===== config.mk =====
export PLATFORM = sky130hd
export DESIGN_NAME = uart_rx_deserializer
export DESIGN_NICKNAME = d
export VERILOG_FILES = /design/src/rtl/uart_rx_deserializer.sv
export SDC_FILE = /design/constraint.sdc
export NUM_CORES = 1
export LEC_CHECK = 0
export ABC_AREA = 0
export CAP_MARGIN = 20
export CORE_ASPECT_RATIO = 0.7
export CORE_UTILIZATION = 50
export DETAILED_ROUTE_END_ITERATION = 10
export GPL_ROUTABILITY_DRIVEN = 0
export PLACE_DENSITY = 0.76
export SLEW_MARGIN = 20
export SYNTH_ARGS = -nofsm -noshare
export SYNTH_HDL_FRONTEND = slang
export SYNTH_SLANG_ARGS = --single-unit

===== constraint.sdc =====
create_clock -name clk -period 6.4 [get_ports clk]
set_clock_uncertainty 0.05 [all_clocks]
set_input_delay 0.96 -clock clk [delete_from_list [all_inputs] [get_ports clk]]
set_output_delay 0.96 -clock clk [all_outputs]
set_load 0.005 [all_outputs]

===== src/rtl/uart_rx_deserializer.sv =====
// rtl/uart_rx_deserializer.sv - UART receive path: synchronizer, start qualification, majority-vote sampling, parity/stop check
module uart_rx_deserializer #(
  parameter int DATA_WIDTH = 8,
  parameter int PRESCALE_W = 6
) (
  input  logic                  clk,
  input  logic                  rst,
  input  logic                  RX_IN,
  input  logic [PRESCALE_W-1:0] prescale,
  input  logic                  PAR_EN,
  input  logic                  PAR_TYP,
  output logic [DATA_WIDTH-1:0] P_DATA,
  output logic                  data_valid,
  output logic                  par_err,
  output logic                  stp_err
);

  localparam int BW = (DATA_WIDTH > 1) ? $clog2(DATA_WIDTH) : 1;

  typedef enum logic [2:0] {
    IDLE   = 3'd0,
    START  = 3'd1,
    DATA   = 3'd2,
    PARITY = 3'd3,
    STOP   = 3'd4
  } state_t;

  state_t                  state, state_d;
  logic                    rx_meta, rx_s;
  logic [PRESCALE_W-1:0]   edge_cnt;
  logic [BW-1:0]           bit_cnt;
  logic [PRESCALE_W-1:0]   presc_q;
  logic                    par_en_q, par_typ_q;
  logic                    s0, s1, sample;
  logic [DATA_WIDTH-1:0]   shreg;
  logic                    par_bad;

  logic [PRESCALE_W-1:0]   mid, mid_lo, mid_hi, last;
  logic                    last_edge, vote, par_exp;

  assign mid       = {1'b0, presc_q[PRESCALE_W-1:1]};
  assign mid_lo    = mid - PRESCALE_W'(1);
  assign mid_hi    = mid + PRESCALE_W'(1);
  assign last      = presc_q - PRESCALE_W'(1);
  assign last_edge = (edge_cnt == last);
  assign vote      = (s0 & s1) | (s0 & rx_s) | (s1 & rx_s);
  assign par_exp   = (^shreg) ^ par_typ_q;

  always_ff @(posedge clk) begin
    if (rst) state <= IDLE;
    else     state <= state_d;
  end

  always_comb begin
    state_d = state;
    case (state)
      IDLE:    if (!rx_s) state_d = START;
      START:   if (last_edge) state_d = sample ? IDLE : DATA;
      DATA:    if (last_edge && bit_cnt == BW'(DATA_WIDTH - 1))
                 state_d = par_en_q ? PARITY : STOP;
      PARITY:  if (last_edge) state_d = STOP;
      STOP:    if (last_edge) state_d = IDLE;
      default: state_d = IDLE;
    endcase
  end

  always_ff @(posedge clk) begin
    if (rst) begin
      rx_meta    <= 1'b1;
      rx_s       <= 1'b1;
      edge_cnt   <= '0;
      bit_cnt    <= '0;
      presc_q    <= '0;
      par_en_q   <= 1'b0;
      par_typ_q  <= 1'b0;
      s0         <= 1'b1;
      s1         <= 1'b1;
      sample     <= 1'b1;
      shreg      <= '0;
      par_bad    <= 1'b0;
      P_DATA     <= '0;
      data_valid <= 1'b0;
      par_err    <= 1'b0;
      stp_err    <= 1'b0;
    end else begin
      rx_meta    <= RX_IN;
      rx_s       <= rx_meta;
      data_valid <= 1'b0;
      par_err    <= 1'b0;
      stp_err    <= 1'b0;
      if (state == IDLE) begin
        bit_cnt <= '0;
        par_bad <= 1'b0;
        edge_cnt <= '0;
        // The detection cycle is edge 0, so the counter leaves IDLE at 1.
        if (!rx_s) begin
          edge_cnt  <= PRESCALE_W'(1);
          presc_q   <= prescale;
          par_en_q  <= PAR_EN;
          par_typ_q <= PAR_TYP;
        end
      end else begin
        edge_cnt <= last_edge ? '0 : edge_cnt + PRESCALE_W'(1);
        if (edge_cnt == mid_lo) s0 <= rx_s;
        if (edge_cnt == mid)    s1 <= rx_s;
        if (edge_cnt == mid_hi) sample <= vote;
        if (last_edge) begin
          case (state)
            DATA: begin
              shreg   <= {sample, shreg[DATA_WIDTH-1:1]};
              bit_cnt <= bit_cnt + BW'(1);
            end
            PARITY: par_bad <= (sample != par_exp);
            STOP: begin
              stp_err <= ~sample;
              par_err <= par_bad;
              if (sample && !par_bad) begin
                data_valid <= 1'b1;
                P_DATA     <= shreg;
              end
            end
            default: ;
          endcase
        end
      end
    end
  end

endmodule


==> summary.txt, run 1 <==
Outcome
  – Status: complete, no violations

Drt
  – Post-route ant nets: 0
  – Vias: 1763
  – DRT iter0 DRCs: 82
  – Routed wire per std cell: 13.1 µm
  – DRT Pass-1 Iters: 4
  – Final WL: 4.53 mm
  – DRC viols: 0
  – Vias per cell: 5.10

Place
  – Area post-placement: 0.00266 mm²
  – HPWL Detailed: between 3 and 4 mm
  – IO buf count: 21

Logic synthesis
  – Synth Flop Type: dfxtp_1
  – #FFs+latches synth: 45
  – Post-synth EDFFs: 0
  – Register area share after synthesis: 36.5%
  – Synth cell types: between 50 and 60
  – Netlist Area Pre-Place: 0.00246 mm²
  – Syn_nets: 281
  – FFs w/ async S/R, synth: 0%
  – Synth Instances: about 260
  – Yosys warnings: 0
  – Syn Area/Cell: 9.37 µm²

Worst setup path
  – Setup crit start kind: flop
  – Crit path capture type: flop
  – Worst Setup Path Type: flop to flop
  – Critical Path AT: between 3000 and 4000 ps
  – Critical Path Fanout Max: 13
  – Critical R2R Launch: presc_q[2]$_SDFFE_PP0P_
  – Critical Path Start: presc_q[2]$_SDFFE_PP0P_
  – CP Data Required Time: 6540 ps

Finish
  – Final instance area: 0.00276 mm²
  – Syn-to-layout area delta: 11.9%
  – Diodes inserted: 0
  – Share of post-route cells with drive strength above 1: 10.7%
  – Nets: 297

Die
  – Die Wd: between 80 and 90 µm
  – # IOs: 22
  – Die height: 60.7 µm
  – Starting Density: 54.4%
  – Row count: 20
  – Die area: 0.00522 mm²
  – Floorplan Core Area: roughly 0.0045 mm²

Pwr
  – P per Cell Area: 189 mW/mm²
  – Lkg Pwr: 0.999 nW
  – Peak supply drop: 0.105 mV

STA
  – Hold Vio Cnt, Final: 0
  – Pins Over Slew Limit: 0
  – Max Freq: approximately 340 MHz
  – Final setup viols: 0
  – Tcrit/Tclk final: 45.8%
  – Worst rel slew slack: 37.8%
  – Minimum clock period: between 2000 and 3000 ps
  – Post-Route Setup TNS: 0 ps
  – Slew @ Worst Pin: between 900 and 1000 ps
  – WHS: between 300 and 400 ps
  – Unrepaired setup endpoints after global routing: no

Min path
  – HP Class: flop to flop
  – Worst hold start: rx_meta$_SDFF_PP1_

Global route
  – Largest net degree at the start of global routing: 37
  – Congestion Overflow GR: 0
  – Vias in the first global route: 1560
  – Initial antenna violation count: 0
  – Global-route wire length before repair: ~7.7 mm
  – GRT Total Usage: 19.7%

Clocking
  – H-tree depth: 2
  – CTS Root Cell: clkbuf_8
  – Sink Count: 45
  – Post-cts resize count: 0
  – Clk slew on worst S/H paths: 90 ps
  – Clock Tree Buf Depth: 2
  – CTS tree: yes
  – Postcts setup bufs: 0
  – Total CTS buffers: 5
  – Hold_buf cts: 0
  – Clock Latency Late Sink: 310 ps

Job
  – Max_cap viols: 0
[sequential cells by signal, summed over array words and instances (netlist names)]
signal / flops
state: 3
presc_q: 6
data_valid: 1
s0: 1
stp_err: 1
par_err: 1
P_DATA: 8
par_bad: 1
sample: 1
rx_meta: 1
par_typ_q: 1
rx_s: 1
shreg: 8
s1: 1
edge_cnt: 6
par_en_q: 1
bit_cnt: 3
[per-layer routing]
metal	track usage [%]	up-vias	wire length, µm
li1	-	927	-
met1	29.0	792	2500
met2	27.2	36	1720
met3	5.31	8	251
met4	7.86	0	61
met5	0	-	0
[critical path: stages, from the launching register on]
cell      delay [ps]
dfxtp_1          490
inv_1            180
ha_1             220
a21boi_0         300
xnor2_2          170
nand4b_4         220
nor4_4           860
mux2i_1          260
nor2_1            50
[synth_stat cells, types with 3 or more instances]
master / number / area (µm²)
nor2_1: 46 / 173
dfxtp_1: 45 / 901
mux2i_1: 26 / 260
xnor2_1: 17 / 149
nand2_1: 12 / 45.0
xor2_1: 10 / 87.6
nand3_1: 9 / 45.0
inv_1: 8 / 30.0
ha_1: 7 / 87.6
o21ai_0: 7 / 35.0
a21oi_1: 6 / 30.0
buf_6: 6 / 67.6
nand2b_1: 6 / 37.5
nor3_1: 4 / 20.0
or2_2: 4 / 25.0
clkbuf_1: 3 / 11.3
nor4_1: 3 / 18.8
o211ai_1: 3 / 22.5
[metrics by stage]
| step | setup slack, ps | utilization (%) | instances | power (W) |
|---|---|---|---|---|
| 2_1_floorplan | 3970 | - | 263 | 0.000328 |
| 3_3_place_gp | 3610 | 58.8 | 338 | 0.000339 |
| 3_5_place_dp | 3480 | 58.8 | 338 | 0.000340 |
| 4_1_cts | 3440 | 60.9 | 346 | 0.000524 |
| 5_1_grt | 3200 | 60.9 | 346 | 0.000540 |
| 6_report | 3470 | 60.9 | 346 | 0.000521 |
[power breakdown]
group          leakage [nW]  switching, W  total [W]  internal (W)
Clock                0.0452      0.000108   0.000188     0.0000796
Sequential            0.364    0.00000626   0.000289      0.000283
Combinational         0.590     0.0000227  0.0000443     0.0000216
[cell type report]
| type | count | area (µm²) |
|---|---|---|
| inverter | 8 | 30.0 |
| clock inverter | 3 | 25.0 |
| tap | 66 | 82.6 |
| fill | 393 | 1770 |
| clock buffer | 5 | 68.8 |
| sequential | 45 | 901 |
| timing repair buffer | 23 | 225 |
| multi-input combinational | 196 | 1430 |
[logic make-up after synthesis]
kind of cell | count (synthesis) | synth area share [%]
AND/OR/NAND/NOR | 102 | 22.0
flip-flops | 45 | 36.5
AO/OA/AOI/OAI | 30 | 9.49
XOR/XNOR | 30 | 11.6
multiplexers | 26 | 10.6
buffers and inverters | 22 | 5.89
adder cells (fa/ha/maj) | 8 | 3.96
[final timing paths]
kind	to	slack (ps)	cells past startpoint
max	shreg[2]$_SDFFE_PP0P_	3470	8
min	rx_s$_SDFF_PP1_	370	1
max reg2reg	shreg[2]$_SDFFE_PP0P_	3470	8
min reg2reg	rx_s$_SDFF_PP1_	370	1
[cells in the final DEF, fill, tap and decap left out, drive strengths merged, types with 3 or more instances in the layout]
cell | netlist | final
nor2 | 48 | 48
dfxtp | 45 | 45
mux2i | 26 | 26
clkdlybuf4s50 | 0 | 21
xnor2 | 19 | 19
nand2 | 12 | 12
xor2 | 11 | 11
nand3 | 10 | 10
inv | 8 | 10
o21ai | 7 | 7
ha | 7 | 7
nand2b | 6 | 6
a21oi | 6 | 6
clkbuf | 5 | 5
nor3 | 5 | 5
or2 | 4 | 4
nor4 | 4 | 4
o211ai | 3 | 3
No activity file was read; power rests on OpenSTA's default activity.
==> run 2: changes to the inputs <==
--- a/config.mk
+++ b/config.mk
@@ -11,7 +11,7 @@
 export CORE_UTILIZATION = 50
 export DETAILED_ROUTE_END_ITERATION = 10
 export GPL_ROUTABILITY_DRIVEN = 0
-export PLACE_DENSITY = 0.76
+export PLACE_DENSITY = 0.78
 export SLEW_MARGIN = 20
 export SYNTH_ARGS = -nofsm -noshare
 export SYNTH_HDL_FRONTEND = slang
==> constraint.sdc (replaced) <==
create_clock -name clk -period 2.35 [get_ports clk]
set_clock_uncertainty 0.05 [all_clocks]
set_input_delay 0.3525 -clock clk [delete_from_list [all_inputs] [get_ports clk]]
set_output_delay 0.3525 -clock clk [all_outputs]
set_load 0.005 [all_outputs]
==> run 2 against run 1 <==
Sequential cell count is the same. Clock power grew to 2.6 times the previous value. Final cell count grew 2.9%. Worst hold slack lost 1.5 ps. First-iteration DRC count rose by 88%. Largest power group unchanged. Register-to-register slack lost 3400 ps. Die area is the same.
==> summary.txt, run 2 (synthesis results as in run 1) <==
Global route
  – GR Util met1: 30.2% (was 29.0%)
  – Global-route wire length before repair: 8.05 mm (was 7.65 mm)
  – Vias in the first global route: 1631 (was 1560)
  – Met3 Track Usage GR: 5.71% (was 5.31%)
  – Congestion Overflow GR: 0 (unchanged)
  – Initial antenna violation count: 0 (unchanged)
  – Busiest grt layer: met1 (unchanged)
  – Met2 GRT Util: 29.6% (was 27.2%)
  – GRT Total Usage: 20.6% (was 19.7%)
  – Largest net degree at the start of global routing: 36 (was 37)

STA
  – WHS: 373 ps (was 374 ps)
  – Max Freq: 445 MHz (was 341 MHz)
  – Tcrit/Tclk final: 95.6% (was 45.8%)
  – Worst rel slew slack: 62.3% (was 37.8%)
  – Post-Route Setup TNS: 0 ps (unchanged)
  – Minimum clock period: 2250 ps (was 2930 ps)
  – Final WS setup: 103 ps (was 3470 ps)
  – Final setup viols: 0 (unchanged)
  – Unrepaired setup endpoints after global routing: yes (was no)
  – Hold Vio Cnt, Final: 0 (unchanged)
  – Pins Over Slew Limit: 0 (unchanged)
  – Slew @ Worst Pin: 561 ps (was 927 ps)

Finish
  – Nets: 307 (was 297)
  – Syn-to-layout area delta: 16.9% (was 11.9%)
  – Fin util: 63.6% (was 60.9%)
  – Final instance area: 0.00288 mm² (was 0.00276 mm²)
  – Most common cell after layout, fill and taps aside: nor2_1 (unchanged)
  – Share of post-route cells with drive strength above 1: 16.2% (was 10.7%)
  – Fill count: 385 (was 393)
  – Diodes inserted: 0 (unchanged)
  – Most frequent cells in the layout: nor2_1, dfxtp_1, mux2i_1, clkdlybuf4s50_1, xnor2_1 (unchanged)
  – Regs by FF count: P_DATA: 8 flops, shreg: 8 flops (unchanged)

Die
  – Die height: 60.7 µm (unchanged)
  – Die area: 0.00522 mm² (unchanged)
  – Die Wd: 85.9 µm (unchanged)
  – Starting Density: 54.4% (unchanged)
  – Row count: 20 (unchanged)
  – Floorplan Core Area: 0.00453 mm² (unchanged)
  – # IOs: 22 (unchanged)

Clocking
  – CTS tree: yes (unchanged)
  – Clk slew on worst S/H paths: 90 ps (about the same)
  – CTS Root Cell: clkbuf_8 (unchanged)
  – Total CTS buffers: 5 (unchanged)
  – Clock Latency Late Sink: 310 ps (about the same)
  – Sink Count: 45 (unchanged)
  – Hold_buf cts: 0 (unchanged)
  – Clock Tree Buf Depth: 2 (unchanged)
  – H-tree depth: 2 (unchanged)

Worst setup path
  – Crit-path max cell delay: 380 ps (was 860 ps)
  – Worst Setup Path Type: flop to flop (unchanged)
  – Critical Path AT: 2390 ps (was 3070 ps)
  – CP max-delay cell: dfxtp_4 (was nor4_4)
  – Critical path buffers and inverters: 2 (was 1)
  – Crit path capture type: flop (unchanged)
  – Critical Path Fanout Max: 9 (was 13)
  – CP Data Required Time: 2490 ps (was 6540 ps)
  – Critical path's top delay family: compound AO/OA/AOI/OAI gates (was simple AND/OR/NAND/NOR gates)
  – Setup crit start kind: flop (unchanged)
  – CP Cell Sequence: inv_1 -> ha_2 -> o21ba_2 -> a22oi_2 -> a32oi_4 -> nor4_4 -> buf_12 -> mux2i_1 -> nor2_1 (was inv_1 -> ha_1 -> a21boi_0 -> xnor2_2 -> nand4b_4 -> nor4_4 -> mux2i_1 -> nor2_1)

Place
  – Area post-placement: 0.00275 mm² (was 0.00266 mm²)
  – IO buf count: 21 (unchanged)
  – Setup slack at placement: -12.5 ps (was 3480 ps)
  – HPWL Detailed: 3.47 mm (was 3.26 mm)

Drt
  – Final WL: 4.82 mm (was 4.53 mm)
  – Vias: 1869 (was 1763)
  – DRT iter0 DRCs: 154 (was 82)
  – Post-route ant nets: 0 (unchanged)
  – DRC viols: 0 (unchanged)
  – DRT Pass-1 Iters: 4 (unchanged)
  – Routed wire per std cell: 13.5 µm (was 13.1 µm)
  – Vias per cell: 5.25 (was 5.10)

Pwr
  – Comb pwr share: 9.5% (was 8.5%)
  – Peak supply drop: 0.327 mV (was 0.105 mV)
  – Lkg Pwr: 1.06 nW (was 0.999 nW)
  – NetSw: 0.000364 W (was 0.000137 W)
  – Clock power share: 34.9% (was 36.0%)
  – P per Cell Area: 489 mW/mm² (was 189 mW/mm²)
  – Pint: 0.00105 W (was 0.000384 W)
  – Part of the power in registers: 55.6% (was 55.5%)
  – Net Sw Frac: 25.8% (was 26.3%)

Outcome
  – Status: complete, no violations (unchanged)

Min path
  – HP Class: flop to flop (unchanged)

Job
  – Max_cap viols: 0 (unchanged)
[run 2: cell count changes in the layout (fill, tap and decap cells not counted), moves of 2 or more]
cell / previous run / this run
buf_12: 0 / 2
buf_4: 2 / 9
ha_1: 7 / 5
ha_2: 0 / 2
dfxtp_1: 45 / 43
[run 2: per-layer routing]
metal,wire [µm],vias up,part of all wire (%)
met5,0,-,0
met4,63,0,1.3
met3,187,7,3.9
met2,2030,37,42
met1,2540,869,53
li1,-,956,-
[run 2: timing repair]
action                                  in CTS  in global routing
resized for setup                            2                  7
setup buffers                                0                  1
pin swaps                                    1                  3
endpoints found under the setup margin       9                 17
[run 2: layout make-up]
type                            instances  area (µm²)  share of cell area [%]
Clock buffer                            5        68.8                    2.39
Inverter                                8        30.0                    1.04
Timing Repair Buffer                   33         329                    11.4
Clock inverter                          3        21.3                   0.738
Sequential cell                        45         906                    31.5
Tap cell                               66        82.6                    2.87
Multi-Input combinational cell        196        1440                    50.1
[run 2: power by group through the flow]
stage	Combinational (W)	Clock, W	Sequential, W
floorplan	0.0000997	0	0.000795
global placement	0.000127	0	0.000801
global route	0.000147	0.000545	0.000785
detailed placement	0.000130	0	0.000801
finish	0.000134	0.000492	0.000783
CTS	0.000131	0.000510	0.000784
[run 2: worst reg2reg max path: stages (launching register included)]
cell     delay (ps)
dfxtp_4         380
inv_1            70
ha_2            240
o21ba_2         210
a22oi_2         250
a32oi_4         150
nor4_4          330
buf_12          180
mux2i_1         210
nor2_1           60
[run 2: worst paths after layout]
path                                 from               endpoint  slack, ps  cells after the start
setup / recovery  presc_q[0]$_SDFFE_PP0P_  shreg[5]$_SDFFE_PP0P_        100                      9
setup reg to reg  presc_q[0]$_SDFFE_PP0P_  shreg[5]$_SDFFE_PP0P_        100                      9
hold reg to reg        rx_meta$_SDFF_PP1_        rx_s$_SDFF_PP1_        370                      1
hold / removal         rx_meta$_SDFF_PP1_        rx_s$_SDFF_PP1_        370                      1
[run 2: stage by stage]
stage | total power (W) | instances
floorplan | 0.000894 | 263
global placement | 0.000928 | 347
detailed placement | 0.000932 | 347
CTS | 0.00142 | 355
global route | 0.00148 | 356
finish | 0.00141 | 356
==> run 3: changes to the inputs <==
--- a/config.mk
+++ b/config.mk
@@ -9,6 +9,7 @@
 export CAP_MARGIN = 20
 export CORE_ASPECT_RATIO = 0.7
 export CORE_UTILIZATION = 50
+export CTS_CLUSTER_SIZE = 14
 export DETAILED_ROUTE_END_ITERATION = 10
 export GPL_ROUTABILITY_DRIVEN = 0
 export PLACE_DENSITY = 0.78
==> constraint.sdc (replaced) <==
create_clock -name clk -period 2.35 [get_ports clk]
set_clock_uncertainty 0.05 [all_clocks]
set_input_delay 0.47 -clock clk [delete_from_list [all_inputs] [get_ports clk]]
set_output_delay 0.47 -clock clk [all_outputs]
set_load 0.005 [all_outputs]
==> results of run 3 <==
Final layout, timing and power as in run 2 (identical DEF).
